File: config.mk
export PLATFORM = sky130hd
export DESIGN_NAME = alu_arbiter_flat
export DESIGN_NICKNAME = d
export VERILOG_FILES = /design/src/rtl/alu_ctrl_pkg.sv /design/src/rtl/alu_arbiter_if.sv /design/src/rtl/alu_arbiter_rr_arbiter.sv /design/src/rtl/alu_arbiter.sv /design/src/flat_wrapper.sv
export SDC_FILE = /design/constraint.sdc
export NUM_CORES = 1
export LEC_CHECK = 0
export BUFFER_PORTS_ARGS = -buffer_cell sky130_fd_sc_hd__buf_2
export CAP_MARGIN = 15
export CELL_PAD_IN_SITES_DETAIL_PLACEMENT = 1
export CELL_PAD_IN_SITES_GLOBAL_PLACEMENT = 2
export CORE_AREA = 3 3 107 109
export CTS_BUF_LIST = sky130_fd_sc_hd__clkbuf_2 sky130_fd_sc_hd__clkbuf_4 sky130_fd_sc_hd__clkbuf_8
export DETAILED_ROUTE_END_ITERATION = 6
export DIE_AREA = 0 0 110 112
export PLACE_DENSITY = 0.91
export SLEW_MARGIN = 20
export SYNTH_ARGS = -nofsm -noshare
export SYNTH_HDL_FRONTEND = slang
export SYNTH_HIERARCHICAL = 1
export SYNTH_SLANG_ARGS = --single-unit
File: constraint.sdc
create_clock -name clk -period 2.2 [get_ports clk]
set_input_delay 0.11 -clock clk [delete_from_list [all_inputs] [get_ports clk]]
set_output_delay 0.11 -clock clk [all_outputs]
set_load 0.02 [all_outputs]
File: src/rtl/alu_ctrl_pkg.sv
// Package: alu_ctrl_pkg
// Shared definitions for the ALU arbiter slice: the ALU opcode encoding, the
// nominal ALU datapath width and opcode classification helpers.
package alu_ctrl_pkg;

  localparam int ALU_WIDTH = 16;

  typedef enum logic [2:0] {
    OP_ADD = 3'b000,
    OP_SUB = 3'b001,
    OP_AND = 3'b010,
    OP_OR  = 3'b011,
    OP_XOR = 3'b100,
    OP_NOT = 3'b101
  } alu_op_t;

  // Encodings 110 and 111 are unused by the ALU and reported as errors.
  function automatic logic is_legal_op(input logic [2:0] op);
    return (op <= 3'b101);
  endfunction

  // Only arithmetic results carry a meaningful sign.
  function automatic logic is_arith_op(input logic [2:0] op);
    return (op == OP_ADD) || (op == OP_SUB);
  endfunction

endpackage

File: src/rtl/alu_arbiter_if.sv
// Interface: alu_arbiter_if
// Bundles the requester handshakes, the external ALU operand/result ports and
// the registered response channel of alu_arbiter.
//   req_valid/req_ready : per-requester handshake, one bit per requester
//   req_a/req_b/req_op  : packed requester fields, requester i at slot i
//   alu_a/alu_b/alu_op  : operands/opcode to the external ALU
//   alu_result          : combinational ALU result
//   rsp_*               : registered response with id and Z/N/err flags
//   op_count            : saturating count of completed responses
// Modports: slave = the arbiter, master = the surrounding environment
// (issue logic, ALU and response consumer).
interface alu_arbiter_if
  import alu_ctrl_pkg::*;
#(
  parameter int NUM_REQ = 2,
  parameter int WIDTH   = ALU_WIDTH,
  parameter int CNT_W   = 16
);
  localparam int ID_W = (NUM_REQ > 1) ? $clog2(NUM_REQ) : 1;

  logic [NUM_REQ-1:0]       req_valid;
  logic [NUM_REQ-1:0]       req_ready;
  logic [NUM_REQ*WIDTH-1:0] req_a;
  logic [NUM_REQ*WIDTH-1:0] req_b;
  logic [NUM_REQ*3-1:0]     req_op;
  logic [WIDTH-1:0]         alu_a;
  logic [WIDTH-1:0]         alu_b;
  logic [2:0]               alu_op;
  logic [WIDTH-1:0]         alu_result;
  logic                     rsp_valid;
  logic                     rsp_ready;
  logic [WIDTH-1:0]         rsp_result;
  logic [ID_W-1:0]          rsp_id;
  logic                     rsp_zero;
  logic                     rsp_neg;
  logic                     rsp_err;
  logic [CNT_W-1:0]         op_count;

  modport slave (
    input  req_valid, req_a, req_b, req_op, alu_result, rsp_ready,
    output req_ready, alu_a, alu_b, alu_op,
    output rsp_valid, rsp_result, rsp_id, rsp_zero, rsp_neg, rsp_err, op_count
  );

  modport master (
    output req_valid, req_a, req_b, req_op, alu_result, rsp_ready,
    input  req_ready, alu_a, alu_b, alu_op,
    input  rsp_valid, rsp_result, rsp_id, rsp_zero, rsp_neg, rsp_err, op_count
  );

endinterface

File: src/rtl/alu_arbiter_rr_arbiter.sv
// Module: rr_arbiter
// Round-robin arbiter with its own rotating priority pointer.
//   clk, rst : clock and asynchronous active-high reset (pointer -> 0)
//   req      : request vector
//   advance  : the current winner was accepted; move priority past it
//   grant    : one-hot winner (zero when nothing requests)
//   idx      : binary index of the winner
//   any      : at least one request present
module rr_arbiter #(
  parameter int N = 2
) (
  input  logic                               clk,
  input  logic                               rst,
  input  logic [N-1:0]                       req,
  input  logic                               advance,
  output logic [N-1:0]                       grant,
  output logic [((N > 1) ? $clog2(N) : 1)-1:0] idx,
  output logic                               any
);
  localparam int IW = (N > 1) ? $clog2(N) : 1;
  localparam logic [IW-1:0] LAST = IW'(N - 1);

  logic [IW-1:0] ptr;

  // Scan from the pointer, wrapping once; the first requester found wins.
  always_comb begin
    int j;
    j     = 0;
    grant = '0;
    idx   = '0;
    any   = 1'b0;
    for (int k = 0; k < N; k++) begin
      j = int'(ptr) + k;
      if (j >= N) j = j - N;
      if (!any && req[j]) begin
        any      = 1'b1;
        grant[j] = 1'b1;
        idx      = j[IW-1:0];
      end
    end
  end

  // Explicit wrap because N need not be a power of two.
  always_ff @(posedge clk or posedge rst) begin
    if (rst) begin
      ptr <= '0;
    end else if (advance) begin
      ptr <= (idx == LAST) ? '0 : idx + 1'b1;
    end
  end

endmodule

File: src/rtl/alu_arbiter.sv
// Module: alu_arbiter
// Shares one external combinational ALU between NUM_REQ requesters. A
// round-robin arbiter picks one valid requester per cycle and routes its
// operands to the ALU; the result is captured into a single response register
// together with the requester id and zero/negative/error flags.
//   clk, rst : clock and asynchronous active-high reset
//   bus      : alu_arbiter_if slave modport (requests, ALU ports, response,
//              completed-operation counter)
module alu_arbiter
  import alu_ctrl_pkg::*;
#(
  parameter int NUM_REQ = 2,
  parameter int WIDTH   = ALU_WIDTH,
  parameter int CNT_W   = 16
) (
  input  logic        clk,
  input  logic        rst,
  alu_arbiter_if.slave bus
);
  localparam int ID_W = (NUM_REQ > 1) ? $clog2(NUM_REQ) : 1;

  localparam logic [0:0] EMPTY = 1'b0;
  localparam logic [0:0] FULL  = 1'b1;

  function automatic logic [CNT_W-1:0] sat_inc(input logic [CNT_W-1:0] c);
    return (&c) ? c : c + 1'b1;
  endfunction

  logic [NUM_REQ-1:0] grant;
  logic [ID_W-1:0]    win_idx;
  logic               any_valid;
  logic               can_accept;
  logic               accept;
  logic               rsp_hs;

  logic [WIDTH-1:0]        a_p0;
  logic [WIDTH-1:0]        b_p0;
  logic [2:0]              op_p0;
  logic                    legal_p0;
  logic signed [WIDTH-1:0] res_p0;
  logic                    neg_p0;

  logic [0:0]              state_p1;
  logic signed [WIDTH-1:0] res_p1;
  logic [ID_W-1:0]         id_p1;
  logic                    zero_p1;
  logic                    neg_p1;
  logic                    err_p1;
  logic [CNT_W-1:0]        cnt_p1;

  // ---- stage p0: arbitration and ALU operand routing ----
  rr_arbiter #(.N(NUM_REQ)) u_rr (
    .clk     (clk),
    .rst     (rst),
    .req     (bus.req_valid),
    .advance (accept),
    .grant   (grant),
    .idx     (win_idx),
    .any     (any_valid)
  );

  // The held response can be replaced in the same cycle it is consumed.
  assign can_accept = (state_p1 == EMPTY) || bus.rsp_ready;
  assign accept     = any_valid && can_accept && !rst;
  assign rsp_hs     = (state_p1 == FULL) && bus.rsp_ready;

  assign bus.req_ready = accept ? grant : '0;

  always_comb begin
    a_p0  = '0;
    b_p0  = '0;
    op_p0 = 3'b000;
    if (any_valid) begin
      a_p0  = bus.req_a[win_idx*WIDTH +: WIDTH];
      b_p0  = bus.req_b[win_idx*WIDTH +: WIDTH];
      op_p0 = bus.req_op[win_idx*3 +: 3];
    end
  end

  assign bus.alu_a  = a_p0;
  assign bus.alu_b  = b_p0;
  assign bus.alu_op = op_p0;

  // Illegal opcodes report a clean zero regardless of what the ALU drives.
  assign legal_p0 = is_legal_op(op_p0);
  assign res_p0   = legal_p0 ? $signed(bus.alu_result) : '0;
  assign neg_p0   = is_arith_op(op_p0) && (res_p0 < 0);

  // ---- stage p1: registered response ----
  always_ff @(posedge clk or posedge rst) begin
    if (rst) begin
      state_p1 <= EMPTY;
      res_p1   <= '0;
      id_p1    <= '0;
      zero_p1  <= 1'b0;
      neg_p1   <= 1'b0;
      err_p1   <= 1'b0;
      cnt_p1   <= '0;
    end else begin
      if (accept) begin
        state_p1 <= FULL;
        res_p1   <= res_p0;
        id_p1    <= win_idx;
        zero_p1  <= (res_p0 == '0);
        neg_p1   <= neg_p0;
        err_p1   <= !legal_p0;
      end else if (rsp_hs) begin
        state_p1 <= EMPTY;
      end
      if (rsp_hs) begin
        cnt_p1 <= sat_inc(cnt_p1);
      end
    end
  end

  assign bus.rsp_valid  = (state_p1 == FULL);
  assign bus.rsp_result = res_p1;
  assign bus.rsp_id     = id_p1;
  assign bus.rsp_zero   = zero_p1;
  assign bus.rsp_neg    = neg_p1;
  assign bus.rsp_err    = err_p1;
  assign bus.op_count   = cnt_p1;

endmodule
File: src/flat_wrapper.sv
// flat-port wrapper written by rule: the top's interface ports become plain ports
module alu_arbiter_flat import alu_ctrl_pkg::*;
#(
  parameter int NUM_REQ = 2,
  parameter int WIDTH   = ALU_WIDTH,
  parameter int CNT_W   = 16
)
  (clk, rst, bus_req_valid, bus_req_a, bus_req_b, bus_req_op, bus_alu_result, bus_rsp_ready, bus_req_ready, bus_alu_a, bus_alu_b, bus_alu_op, bus_rsp_valid, bus_rsp_result, bus_rsp_id, bus_rsp_zero, bus_rsp_neg, bus_rsp_err, bus_op_count);
  alu_arbiter_if #(.NUM_REQ(NUM_REQ), .WIDTH(WIDTH), .CNT_W(CNT_W)) bus_i ();
  input  logic clk;
  input  logic rst;
  input wire logic [$bits(bus_i.req_valid)-1:0] bus_req_valid;
  input wire logic [$bits(bus_i.req_a)-1:0] bus_req_a;
  input wire logic [$bits(bus_i.req_b)-1:0] bus_req_b;
  input wire logic [$bits(bus_i.req_op)-1:0] bus_req_op;
  input wire logic [$bits(bus_i.alu_result)-1:0] bus_alu_result;
  input wire logic [$bits(bus_i.rsp_ready)-1:0] bus_rsp_ready;
  output wire logic [$bits(bus_i.req_ready)-1:0] bus_req_ready;
  output wire logic [$bits(bus_i.alu_a)-1:0] bus_alu_a;
  output wire logic [$bits(bus_i.alu_b)-1:0] bus_alu_b;
  output wire logic [$bits(bus_i.alu_op)-1:0] bus_alu_op;
  output wire logic [$bits(bus_i.rsp_valid)-1:0] bus_rsp_valid;
  output wire logic [$bits(bus_i.rsp_result)-1:0] bus_rsp_result;
  output wire logic [$bits(bus_i.rsp_id)-1:0] bus_rsp_id;
  output wire logic [$bits(bus_i.rsp_zero)-1:0] bus_rsp_zero;
  output wire logic [$bits(bus_i.rsp_neg)-1:0] bus_rsp_neg;
  output wire logic [$bits(bus_i.rsp_err)-1:0] bus_rsp_err;
  output wire logic [$bits(bus_i.op_count)-1:0] bus_op_count;
  assign bus_i.req_valid = bus_req_valid;
  assign bus_i.req_a = bus_req_a;
  assign bus_i.req_b = bus_req_b;
  assign bus_i.req_op = bus_req_op;
  assign bus_i.alu_result = bus_alu_result;
  assign bus_i.rsp_ready = bus_rsp_ready;
  assign bus_req_ready = bus_i.req_ready;
  assign bus_alu_a = bus_i.alu_a;
  assign bus_alu_b = bus_i.alu_b;
  assign bus_alu_op = bus_i.alu_op;
  assign bus_rsp_valid = bus_i.rsp_valid;
  assign bus_rsp_result = bus_i.rsp_result;
  assign bus_rsp_id = bus_i.rsp_id;
  assign bus_rsp_zero = bus_i.rsp_zero;
  assign bus_rsp_neg = bus_i.rsp_neg;
  assign bus_rsp_err = bus_i.rsp_err;
  assign bus_op_count = bus_i.op_count;
  alu_arbiter #(.NUM_REQ(NUM_REQ), .WIDTH(WIDTH), .CNT_W(CNT_W)) u_core (.clk(clk), .rst(rst), .bus(bus_i));
endmodule
# Word level (Yosys, flattened, before mapping)
# Index checks and enable logic that the tools add are counted.
[totals]
out_inout_bits = 74
elab_cells = 72
regBits = 38
[op_classes]
n_addsub = 5
magnitude_cmp = 8
n_shift = 3
mux = 26
bitwise = 3
n_mul = 1
reduce_logical = 17
eq_ne = 1
[op_table]
columns = ["cell", "n"]
rows = [
  ["$ge 32x1->1 const B", 2],
  ["$lt 32x3->1 const B", 2],
  ["$mux 32", 2],
  ["$shiftx 32x6->16", 2],
  ["$mux 16", 3],
  ["$add 16x1->16 const B", 1],
  ["$logic_not 16->1", 1],
  ["$lt 16x1->1 const B", 1],
  ["$reduce_and 16->1", 1],
  ["$mux 1", 15],
  ["$logic_and 1x1->1", 7],
  ["$mux 2", 3],
  ["$shiftx 6x4->3", 1],
  ["$eq 3x1->1 const B", 1],
  ["$le 3x3->1 const B", 1],
  ["$logic_not 1->1", 3],
  ["$logic_not 3->1", 1],
  ["$mul 1x2->3 const B", 1],
  ["$mux 3", 1],
  ["$sub 1x2->3 const B", 1],
  ["$sub 2x2->3 const B", 1],
  ["$add 1x1->2 const B", 1],
  ["$demux 1 s1", 2],
  ["$ge 1x2->1 const B", 1],
  ["other kinds (7)", 9],
]

# Logic depth before layout (Yosys ltp)
# Gate-level depths: netlist of run 1.
[logic_depth]
ltp_word = 16
depth_mapped = 8

# Cells and area by module
# The synthesis of run 1 kept the hierarchy.
[by_module_without_submodules]
columns = ["module", "area_each_um2", "cells_per_inst", "n_inst"]
rows = [
  ["alu_arbiter", 2322.2, 248, 1],
  ["rr_arbiter", 93.8, 9, 1],
]

# Least setup slack after synthesis of run 1
# Ideal clock, no wire load.
[synth_timing]
path_type = "input port to flip-flop"
startpoint = "in rst"
endpoint = "reg with a tool-made name"
t_arrival_ps = 1886
setup_time_ps = 80
cell_stages = 6
required_time_ps = 2120
path_slack_ps = 234
path_cell_list = "inv_1 > nand3_1 > inv_1 > clkbuf_1 > nor2_1 > a31oi_4"
[synth_rtl]
columns = ["item", "line", "rtl"]
rows = [
  ["start: declaration", "flat_wrapper.sv:11", "input logic rst;"],
]

# Worst setup path in the final report of run 1
[layout_timing]
startpoint = "reg u_core.cnt_p1[0], in the netlist u_core/bus.op_count[0]"
endpoint = "reg u_core.cnt_p1[1], in the netlist u_core/bus.op_count[1]"
[layout_between]
elab_chain_cells = 3
[layout_rtl]
columns = ["item", "line", "rtl"]
rows = [
  ["start: declaration", "alu_arbiter.sv:49", "logic [CNT_W-1:0] cnt_p1;"],
  ["start signal: assignment", "alu_arbiter.sv:111", "cnt_p1 <= sat_inc(cnt_p1);"],
  ["branches (longest 3 deep; another with $add 16x1->16)", "--", ""],
]
# Parallel ways; which one is timed is not known.
# A chain may end at the register's enable or synchronous reset.

==> results.py, run 1 <==
metrics = {
    "routing": {
        "vias": 2519,
        "via_per_inst": 4.43,
        "antenna_left": 0,
        "wl_um": 8010,
        "wl_per_cell_um": 14.1,
        "drt-initial-drc-count": 94,
        "drc_errors": 0,
        "dr.pass1.iters": 4,
    },
    "clock_network": {
        "cts_root_buffer": "clkbuf_8",
        "clockBufferDepth": 2,
        "postCtsSetupBuffers": 0,
        "clock-sinks": 38,
        "cts.clk_slew.worst_paths_ns": 0.08,
        "cts_tree": "yes",
        "numCtsBuffers": 5,
        "htreeDepth": 2,
        "clock_latency_ns": 0.29,
    },
    "critical_path": {
        "worstPathCellList": "ha_1 -> nand3_1 -> nor4_4 -> nor2_1 -> mux2_2",
        "path_buf_inv": 0,
        "worst_path_max_delay_cell": "nor4_4",
        "cp_top_family": "simple AND/OR/NAND/NOR gates",
        "max_stage_delay_ns": 0.64,
        "critPathMaxFanout": 12,
        "cp.required_ns": 2.38,
        "arrival_ns": 2.20,
        "worstSetupStartpointType": "register",
        "endpoint_kind": "register",
        "critPathKind": "reg -> reg",
    },
    "synth": {
        "synth_cell_type_count": 39,
        "synth-edff-count": 0,
        "async_flop_share_pct": 100,
        "syn_area_per_cell_um2": 9.40,
        "synth-seq-cells": 38,
        "yosys.area.top_type": "dfrtp_1",
        "syn_area_um2": 2420,
        "synth_top_area_share_pct": 39.4,
        "yosysMostFrequentCell": "nand2_1",
        "synth-xor-area-share_pct": 5.44,
        "ys.flop_type": "dfrtp_1",
        "synth_top_family_by_area": "simple AND/OR/NAND/NOR gates",
        "synth_nets": 349,
        "synth_compound_area_share_pct": 2.64,
        "yosysWarnings": 6,
        "netlist_instances": 257,
        "synthSimpleGateAreaFrac_pct": 33.6,
        "synth_fa_ha_area_share_pct": 0.518,
        "synth_area_leaders": "dfrtp_1 39%, mux2i_1 15%, nor2b_1 9.3%",
        "synth_common_cells": "43 x nand2_1, 38 x dfrtp_1, 36 x nor2b_1",
        "muxShareOfSynthArea_pct": 15.0,
        "ys_seq_area_share_pct": 39.4,
    },
    "pwr": {
        "power_density_nw_per_um2": 663,
        "vdd_drop_max_mv": 0.282,
        "pwr-share-clk_pct": 21.7,
        "total_leakage_power_nw": 1.96,
        "power_switching_uw": 918,
        "seqPwrFrac_pct": 39.7,
        "finalPower_mw": 2.35,
        "swShare_pct": 39.1,
        "intPower_mw": 1.43,
        "power_frac_comb_pct": 38.5,
    },
    "grt": {
        "overflow": 0,
        "grt_pass1_wl_um": 12800,
        "grt_pass1_vias": 2726,
        "grt_max_degree": 38,
        "grtUsageTotal_pct": 13.1,
        "antenna_found_initial": 0,
    },
    "timing": {
        "slew_headroom_pct": 56.0,
        "setup_tns_ns": 0,
        "clock_skew_ns": 0.00248,
        "fmax_ghz": 0.496,
        "slew_viol_final": 0,
        "finalHoldViolations": 0,
        "finalSetupViolations": 0,
        "rsz0062_at_grt": "no",
        "fin_hold_ws_ns": 0.0493,
        "fin_crit_ns": 2.02,
        "tightest_slew_ns": 0.655,
        "fin_crit_sh_pct": 91.7,
    },
    "floorplanning": {
        "start_util_pct": 22.6,
        "ios": 165,
        "die_width_um": 110,
        "dieArea_um2": 12300,
        "rows": 38,
        "core_area_um2": 10700,
        "die_y_um": 112,
    },
    "status": {
        "status": "finished, final reports clean",
    },
    "layout": {
        "num_antenna_cells": 0,
        "fin_nets": 519,
        "drive_above_1_share_pct": 46.0,
        "area_growth_pct": 46.6,
    },
    "run": {
        "maxCapViolations": 0,
    },
    "placed_design": {
        "portBuffers": 164,
        "place_hpwl_um": 6560,
        "gp_congestion": 0.774,
    },
    "min_path": {
        "min_path_type": "in -> reg",
    },
}
final timing paths:
kind | from | endpoint | slack, ns | depth (start not counted)
worst max-delay path | u_core/bus.op_count[0] | u_core/bus.op_count[1] | 0.18 | 5
worst min-delay path | bus_alu_result[5] | u_core/bus.rsp_result[5] | 0.05 | 3
worst max register to register | u_core/bus.op_count[0] | u_core/bus.op_count[1] | 0.18 | 5
worst min register to register | u_core/bus.rsp_result[6] | u_core/bus.rsp_result[6] | 0.47 | 2
max in group asynchronous | rst | u_core/bus.rsp_result[5] | 1.32 | 4
min in group asynchronous | rst | async pin | 0.23 | 3
tightest hold or removal path: cells and delay by family:
kind / cells / cell delay [ns]
simple gates: 2 / 0.12
buf+inv: 1 / 0.09
kinds of logic (layout without fill, tap and decap cells):
logic type | count (synthesis) | count (layout)
flip-flops | 38 | 38
multiplexers | 36 | 36
adder cells (fa/ha/maj) | 1 | 1
AND/OR/NAND/NOR | 142 | 142
buffers and inverters | 18 | 189
XOR/XNOR | 15 | 15
AO/OA/AOI/OAI | 7 | 7
layout by cell type, fill, tap and decap left out, drive strengths merged, types with 6 or more instances in the layout:
cell type  synthesis  layout
buf                6     176
nand2             43      43
dfrtp             38      38
nor2b             36      36
mux2i             35      35
nand3             23      23
xor2              12      12
nor4              10      10
clkbuf             8       6
nand4              6       6
per-layer routing:
metal	part of all wire [%]	GRT usage (%)
met1	37	13.8
met2	52	24.4
met3	9.7	4.00
met4	1.3	3.74
met5	0	0
flip-flops by register name, summed over array words and instances (netlist names), named ones only:
name and flops:
u_core/bus.op_count 16, u_core/bus.rsp_err 1, u_core/bus.rsp_id 1, u_core/bus.rsp_neg 1, u_core/bus.rsp_result 16, u_core/bus.rsp_valid 1, u_core/bus.rsp_zero 1
power groups by stage:
stage / registers, mW / clock network (mW) / logic [mW]
CTS: 0.936 / 0.547 / 0.924
global placement: 0.937 / 0 / 0.898
finish: 0.932 / 0.510 / 0.905
global route: 0.956 / 0.569 / 0.998
detailed placement: 0.949 / 0 / 0.919
floorplan: 1.07 / 0 / 0.409
cell type report:
class | count | area [µm²]
fillers | 1316 | 7160
inverters | 4 | 15.0
well taps | 140 | 175
clock inverters | 2 | 12.5
repair buffers | 177 | 921
clock buffers | 6 | 82.6
multi-input cells | 201 | 1380
flip-flops and latches | 38 | 951
repair_timing:
action,CTS,global route
endpoints found under the hold margin,1,0
gates resized for setup,0,1
setup endpoints to repair,0,12
hold buffers,1,0
through the flow:
| stage | std cells | setup slack (ns) | utilization, % | instance area, µm² |
|---|---|---|---|---|
| CTS | 568 | 0.0301 | 33.1 | 3540 |
| global route | 568 | 0.0514 | 33.1 | 3540 |
| detailed placement | 559 | 0.184 | 32.1 | 3430 |
| floorplan | 257 | 0.234 | - | 2420 |
| finish | 568 | 0.182 | 33.1 | 3540 |
| global placement | 559 | 0.267 | 32.1 | 3430 |
Note: power is estimated with default switching activity, not from simulation.
==> run 2: changes to the inputs <==
--- a/config.mk
+++ b/config.mk
@@ -5,15 +5,16 @@
 export SDC_FILE = /design/constraint.sdc
 export NUM_CORES = 1
 export LEC_CHECK = 0
-export BUFFER_PORTS_ARGS = -buffer_cell sky130_fd_sc_hd__buf_2
 export CAP_MARGIN = 15
 export CELL_PAD_IN_SITES_DETAIL_PLACEMENT = 1
 export CELL_PAD_IN_SITES_GLOBAL_PLACEMENT = 2
-export CORE_AREA = 3 3 107 109
+export CORE_AREA = 3 3 88 90
 export CTS_BUF_LIST = sky130_fd_sc_hd__clkbuf_2 sky130_fd_sc_hd__clkbuf_4 sky130_fd_sc_hd__clkbuf_8
 export DETAILED_ROUTE_END_ITERATION = 6
-export DIE_AREA = 0 0 110 112
-export PLACE_DENSITY = 0.91
+export DIE_AREA = 0 0 91 93
+export DONT_BUFFER_PORTS = 1
+export PLACE_DENSITY_LB_ADDON = 0.25
+export SKIP_LAST_GASP = 1
 export SLEW_MARGIN = 20
 export SYNTH_ARGS = -nofsm -noshare
 export SYNTH_HDL_FRONTEND = slang
==> results.py, run 2 (synthesis results as in run 1) <==
metrics = {
    "status": {
        "status": "finished, final reports clean",
    },
    "critical_path": {
        "r2r_cells": 6,
        "worstSetupStartpointType": "register",
        "critPathMaxFanout": 34,
        "cp.required_ns": 2.09,
        "endpoint_kind": "primary output",
        "critPathKind": "reg -> out",
        "ff2ff_setup_slack_ns": 0.30,
        "reg2reg_from": "u_core/bus.rsp_valid",
        "arrival_ns": 1.87,
        "crit_end": "bus_alu_b[5]",
    },
    "clock_network": {
        "cts_root_buffer": "clkbuf_8",
        "clock_latency_ns": 0.28,
        "numCtsBuffers": 5,
        "cts_tree": "yes",
        "clock-sinks": 38,
        "clockBufferDepth": 2,
        "cts.clk_slew.worst_paths_ns": 0.07,
        "htreeDepth": 2,
    },
    "layout": {
        "fin_nets": 387,
        "area_growth_pct": 22.4,
        "drive_above_1_share_pct": 15.9,
        "num_antenna_cells": 0,
        "final_common_cell": "nand2_1",
        "num-fill-cells": 877,
        "final_area_um2": 2960,
        "layout_common_cells": "43 x nand2_1, 38 x dfrtp_1, 36 x nor2b_1",
    },
    "floorplanning": {
        "core_area_um2": 7140,
        "start_util_pct": 33.9,
        "ios": 165,
        "die_y_um": 93,
        "rows": 31,
        "die_width_um": 91,
        "dieArea_um2": 8460,
    },
    "placed_design": {
        "portBuffers": 0,
        "dpl_cell_area_um2": 2670,
        "place_hpwl_um": 5270,
        "gp_congestion": 0.759,
    },
    "routing": {
        "wl_um": 7080,
        "via_per_inst": 4.99,
        "drc_errors": 0,
        "drt-initial-drc-count": 42,
        "dr.pass1.iters": 4,
        "vias": 1968,
        "wl_per_cell_um": 18.0,
        "antenna_left": 0,
    },
    "timing": {
        "setup_tns_ns": 0,
        "slew_viol_final": 0,
        "slew_headroom_pct": 66.0,
        "fin_crit_sh_pct": 89.9,
        "rsz0062_at_grt": "no",
        "clock_skew_ns": 0.00605,
        "finalSetupViolations": 0,
        "fin_crit_ns": 1.98,
        "tightest_slew_ns": 0.506,
        "finalHoldViolations": 0,
        "fmax_ghz": 0.506,
    },
    "grt": {
        "antenna_found_initial": 0,
        "grt_max_degree": 38,
        "grt_pass1_wl_um": 10700,
        "grtUsageTotal_pct": 15.6,
        "grt_pass1_vias": 2027,
        "overflow": 0,
    },
    "pwr": {
        "vdd_drop_max_mv": 0.299,
        "power_density_nw_per_um2": 734,
        "total_leakage_power_nw": 1.41,
    },
    "min_path": {
        "min_path_type": "in -> reg",
    },
    "run": {
        "maxCapViolations": 0,
    },
}
==> run 2: routing by layer <==
| layer | global-route usage, % | wire, µm | up-vias |
|---|---|---|---|
| met5 | 0 | 0 | - |
| met4 | 2.64 | 14 | 0 |
| met3 | 4.99 | 524 | 2 |
| met2 | 26.9 | 3630 | 64 |
| met1 | 19.5 | 2910 | 956 |
| li1 | - | - | 946 |
==> run 2: area by class of cell <==
type / instances / area [µm²] / share of cell area (%)
timing repair buffer: 45 / 398 / 13.5
inverter: 4 / 18.8 / 0.635
clock buffer: 7 / 83.8 / 2.83
tap: 99 / 124 / 4.19
sequential: 38 / 951 / 32.1
multi-input combinational: 201 / 1380 / 46.7
==> run 2: worst min-delay path by stage <==
stage	start	endpoint	slack, ns	cells after the start
after global routing	bus_alu_result[1]	u_core/bus.rsp_zero	0.03	3
after CTS	bus_alu_result[1]	u_core/bus.rsp_zero	0.03	3
final	bus_alu_result[1]	u_core/bus.rsp_zero	0.04	3
after global placement	rst	async pin	-0.16	1
after floorplan	rst	async pin	-0.16	1
after detailed placement	rst	async pin	-0.16	1
==> run 2: per-stage QoR <==
step	utilization [%]	power, mW	setup WS (ns)	hold WS (ns)	cells
floorplan	-	1.48	0.234	-0.161	257
global placement	37.4	1.66	0.357	-0.158	367
detailed placement	37.4	1.68	0.313	-0.157	367
CTS	41.3	2.20	0.130	0.0290	393
global route	41.4	2.30	0.158	0.0350	394
finish	41.4	2.17	0.222	0.0377	394
==> run 2: critical path: stages (launching register included) <==
cell	delay, ns
dfrtp_1	0.38
nand2b_4	0.16
and2_2	0.23
buf_12	0.26
mux2i_1	0.29
nor2b_1	0.08
buf_4	0.16
==> run 2: timing repair <==
item,4_1_cts,5_1_grt
setup buffers,0,1
resized for setup,0,1
hold endpoints to repair,57,0
hold buffers,19,0
setup endpoints to repair,0,1
==> run 2: power breakdown <==
part	internal, mW	total, mW	switching (mW)
Sequential	0.813	1.02	0.202
Clock	0.243	0.477	0.234
Combinational	0.269	0.679	0.409
Total	1.33	2.17	0.845
==> run 3: changes to the inputs <==
--- a/config.mk
+++ b/config.mk
@@ -8,15 +8,14 @@
 export CAP_MARGIN = 15
 export CELL_PAD_IN_SITES_DETAIL_PLACEMENT = 1
 export CELL_PAD_IN_SITES_GLOBAL_PLACEMENT = 2
-export CORE_AREA = 3 3 88 90
+export CORE_AREA = 3 3 86 88
 export CTS_BUF_LIST = sky130_fd_sc_hd__clkbuf_2 sky130_fd_sc_hd__clkbuf_4 sky130_fd_sc_hd__clkbuf_8
 export DETAILED_ROUTE_END_ITERATION = 6
-export DIE_AREA = 0 0 91 93
+export DIE_AREA = 0 0 89 91
 export DONT_BUFFER_PORTS = 1
 export PLACE_DENSITY_LB_ADDON = 0.25
 export SKIP_LAST_GASP = 1
 export SLEW_MARGIN = 20
 export SYNTH_ARGS = -nofsm -noshare
 export SYNTH_HDL_FRONTEND = slang
-export SYNTH_HIERARCHICAL = 1
 export SYNTH_SLANG_ARGS = --single-unit
==> results.py, run 3 <==
metrics = {
    "synth": {
        "async_flop_share_pct": 100,
        "netlist_instances": 259,
        "synth-edff-count": 0,
        "synth_cell_type_count": 42,
        "yosysWarnings": 0,
        "synth_area_leaders": "dfrtp_1 43%, nand2_1 13%, o21ai_0 7.9%",
        "synth_nets": 351,
        "syn_area_um2": 2210,
        "syn_area_per_cell_um2": 8.53,
        "synth_common_cells": "74 x nand2_1, 38 x dfrtp_1, 35 x o21ai_0",
        "synth-seq-cells": 38,
        "yosysMostFrequentCell": "nand2_1",
        "synth_top_area_share_pct": 43.1,
        "ys.flop_type": "dfrtp_1",
        "ys_seq_area_share_pct": 43.1,
        "yosys.area.top_type": "dfrtp_1",
    },
    "layout": {
        "final_common_cell": "nand2_1",
        "drive_above_1_share_pct": 19.8,
        "layout_common_cells": "74 x nand2_1, 41 x buf_4, 38 x dfrtp_1",
        "fin_nets": 404,
        "num_antenna_cells": 0,
        "num-fill-cells": 791,
        "final_area_um2": 2880,
        "area_growth_pct": 30.4,
    },
    "routing": {
        "dr.pass1.iters": 4,
        "wl_per_cell_um": 19.0,
        "via_per_inst": 5.46,
        "drc_errors": 0,
        "antenna_left": 0,
        "wl_um": 7480,
        "vias": 2144,
        "drt-initial-drc-count": 53,
    },
    "pwr": {
        "power_density_nw_per_um2": 855,
        "swShare_pct": 35.5,
        "power_switching_uw": 875,
        "intPower_mw": 1.59,
        "vdd_drop_max_mv": 0.693,
        "power_frac_comb_pct": 27.9,
        "pwr-share-clk_pct": 30.1,
        "total_leakage_power_nw": 1.33,
        "seqPwrFrac_pct": 42.0,
    },
    "timing": {
        "fin_crit_ns": 1.98,
        "finalSetupViolations": 0,
        "clock_skew_ns": 0.00338,
        "fin_crit_sh_pct": 90.1,
        "slew_viol_final": 0,
        "tightest_slew_ns": 0.712,
        "finalHoldViolations": 0,
        "setup_tns_ns": 0,
        "rsz0062_at_grt": "no",
        "fmax_ghz": 0.505,
        "slew_headroom_pct": 52.5,
        "setup_slack_ns": 0.218,
    },
    "min_path": {
        "min_path_type": "in -> reg",
    },
    "run": {
        "maxCapViolations": 0,
    },
    "clock_network": {
        "postCtsSetupBuffers": 0,
        "postCtsHoldBufs": 20,
        "cts.clk_slew.worst_paths_ns": 0.08,
        "numCtsBuffers": 5,
        "cts_root_buffer": "clkbuf_8",
        "clock-sinks": 38,
        "clock_latency_ns": 0.29,
        "cts.repair.resized": 0,
        "cts_tree": "yes",
        "clockBufferDepth": 2,
        "htreeDepth": 2,
    },
    "critical_path": {
        "cp_top_family": "simple AND/OR/NAND/NOR gates",
        "path_buf_inv": 1,
        "endpoint_kind": "primary output",
        "worstSetupStartpointType": "register",
        "worst_path_max_delay_cell": "dfrtp_1",
        "worstPathCellList": "nand2b_1 -> nand2b_1 -> nor2b_1 -> buf_4",
        "path_common_cell": "nand2b_1",
        "critPathKind": "reg -> out",
        "arrival_ns": 1.87,
        "cp.required_ns": 2.09,
        "critPathMaxFanout": 14,
        "max_stage_delay_ns": 0.51,
    },
    "grt": {
        "grtUsageTotal_pct": 17.9,
        "antenna_found_initial": 0,
        "grt_pass1_wl_um": 11400,
        "overflow": 0,
        "grt_pass1_vias": 2166,
        "grt_max_degree": 66,
    },
    "floorplanning": {
        "die_width_um": 89,
        "start_util_pct": 32.9,
        "core_area_um2": 6720,
        "rows": 30,
        "dieArea_um2": 8100,
        "ios": 165,
        "die_y_um": 91,
    },
    "placed_design": {
        "dpl_cell_area_um2": 2540,
        "pre_cts_slack_ns": 0.436,
        "gp_congestion": 0.723,
        "portBuffers": 0,
        "place_hpwl_um": 5560,
    },
    "status": {
        "status": "finished, final reports clean",
    },
}
## run 3: final timing paths
kind	start	end	slack [ns]	cells past startpoint
max	u_core.bus.rsp_valid	bus_req_ready[1]	0.22	4
min	bus_alu_result[15]	u_core.bus.rsp_zero	0.02	3
max reg2reg	u_core.bus.rsp_valid	u_core.bus.rsp_result[8]	0.39	4
min reg2reg	u_core.u_rr.ptr	u_core.u_rr.ptr	0.55	2
max in group asynchronous	rst	u_core.bus.rsp_err	1.04	3
min in group asynchronous	rst	u_core.bus.rsp_valid	0.41	2
## run 3: metal layers
metal | track usage, % | wire [µm] | up-vias
met5 | 0 | 0 | -
met4 | 4.22 | 91 | 0
met3 | 5.63 | 834 | 9
met2 | 32.4 | 3810 | 116
met1 | 19.9 | 2740 | 999
li1 | - | - | 1020
## run 3: power by group through the flow
stage | registers, mW | clock network [mW] | logic (mW)
after floorplan | 1.07 | 0 | 0.399
after global placement | 1.04 | 0 | 0.646
after detailed placement | 1.04 | 0 | 0.662
after CTS | 1.03 | 0.756 | 0.692
after global routing | 1.05 | 0.795 | 0.759
final | 1.03 | 0.742 | 0.688
## run 3: per-stage QoR
stage / util (%) / cells / power, mW / hold WS (ns)
6_report: 42.9 / 393 / 2.46 / 0.0249
5_1_grt: 42.9 / 393 / 2.61 / 0.0381
4_1_cts: 42.9 / 393 / 2.48 / 0.0121
3_5_place_dp: 37.8 / 365 / 1.71 / 0.157
3_3_place_gp: 37.8 / 365 / 1.69 / 0.144
2_1_floorplan: - / 259 / 1.47 / 0.243
## run 3: area by class of cell
cell class / count / area, µm² / area share, %
Inverter: 4 / 15.0 / 0.521
Sequential cell: 38 / 951 / 33.0
Clock buffer: 6 / 82.6 / 2.87
Clock inverter: 2 / 60.1 / 2.09
Timing Repair Buffer: 61 / 508 / 17.6
Tap cell: 80 / 100 / 3.48
Multi-Input combinational cell: 202 / 1160 / 40.4
## run 3: logic make-up (layout without fill, tap and decap cells)
kind of cell / count (synthesis) / in the layout / synth area share (%)
AOI/OAI and AO/OA: 74 / 74 / 22.3
xor gates and xnor gates: 6 / 6 / 2.38
adders and majority gates: 1 / 1 / 0.566
buffers and inverters: 19 / 73 / 4.31
DFF: 38 / 38 / 43.1
muxes: 3 / 3 / 1.64
and+or+nand+nor: 118 / 118 / 25.8
## run 3: tightest hold or removal path, cell delays in order
cell and delay [ns]:
nor4_1 0.03, nand4_1 0.07, a21oi_1 0.06
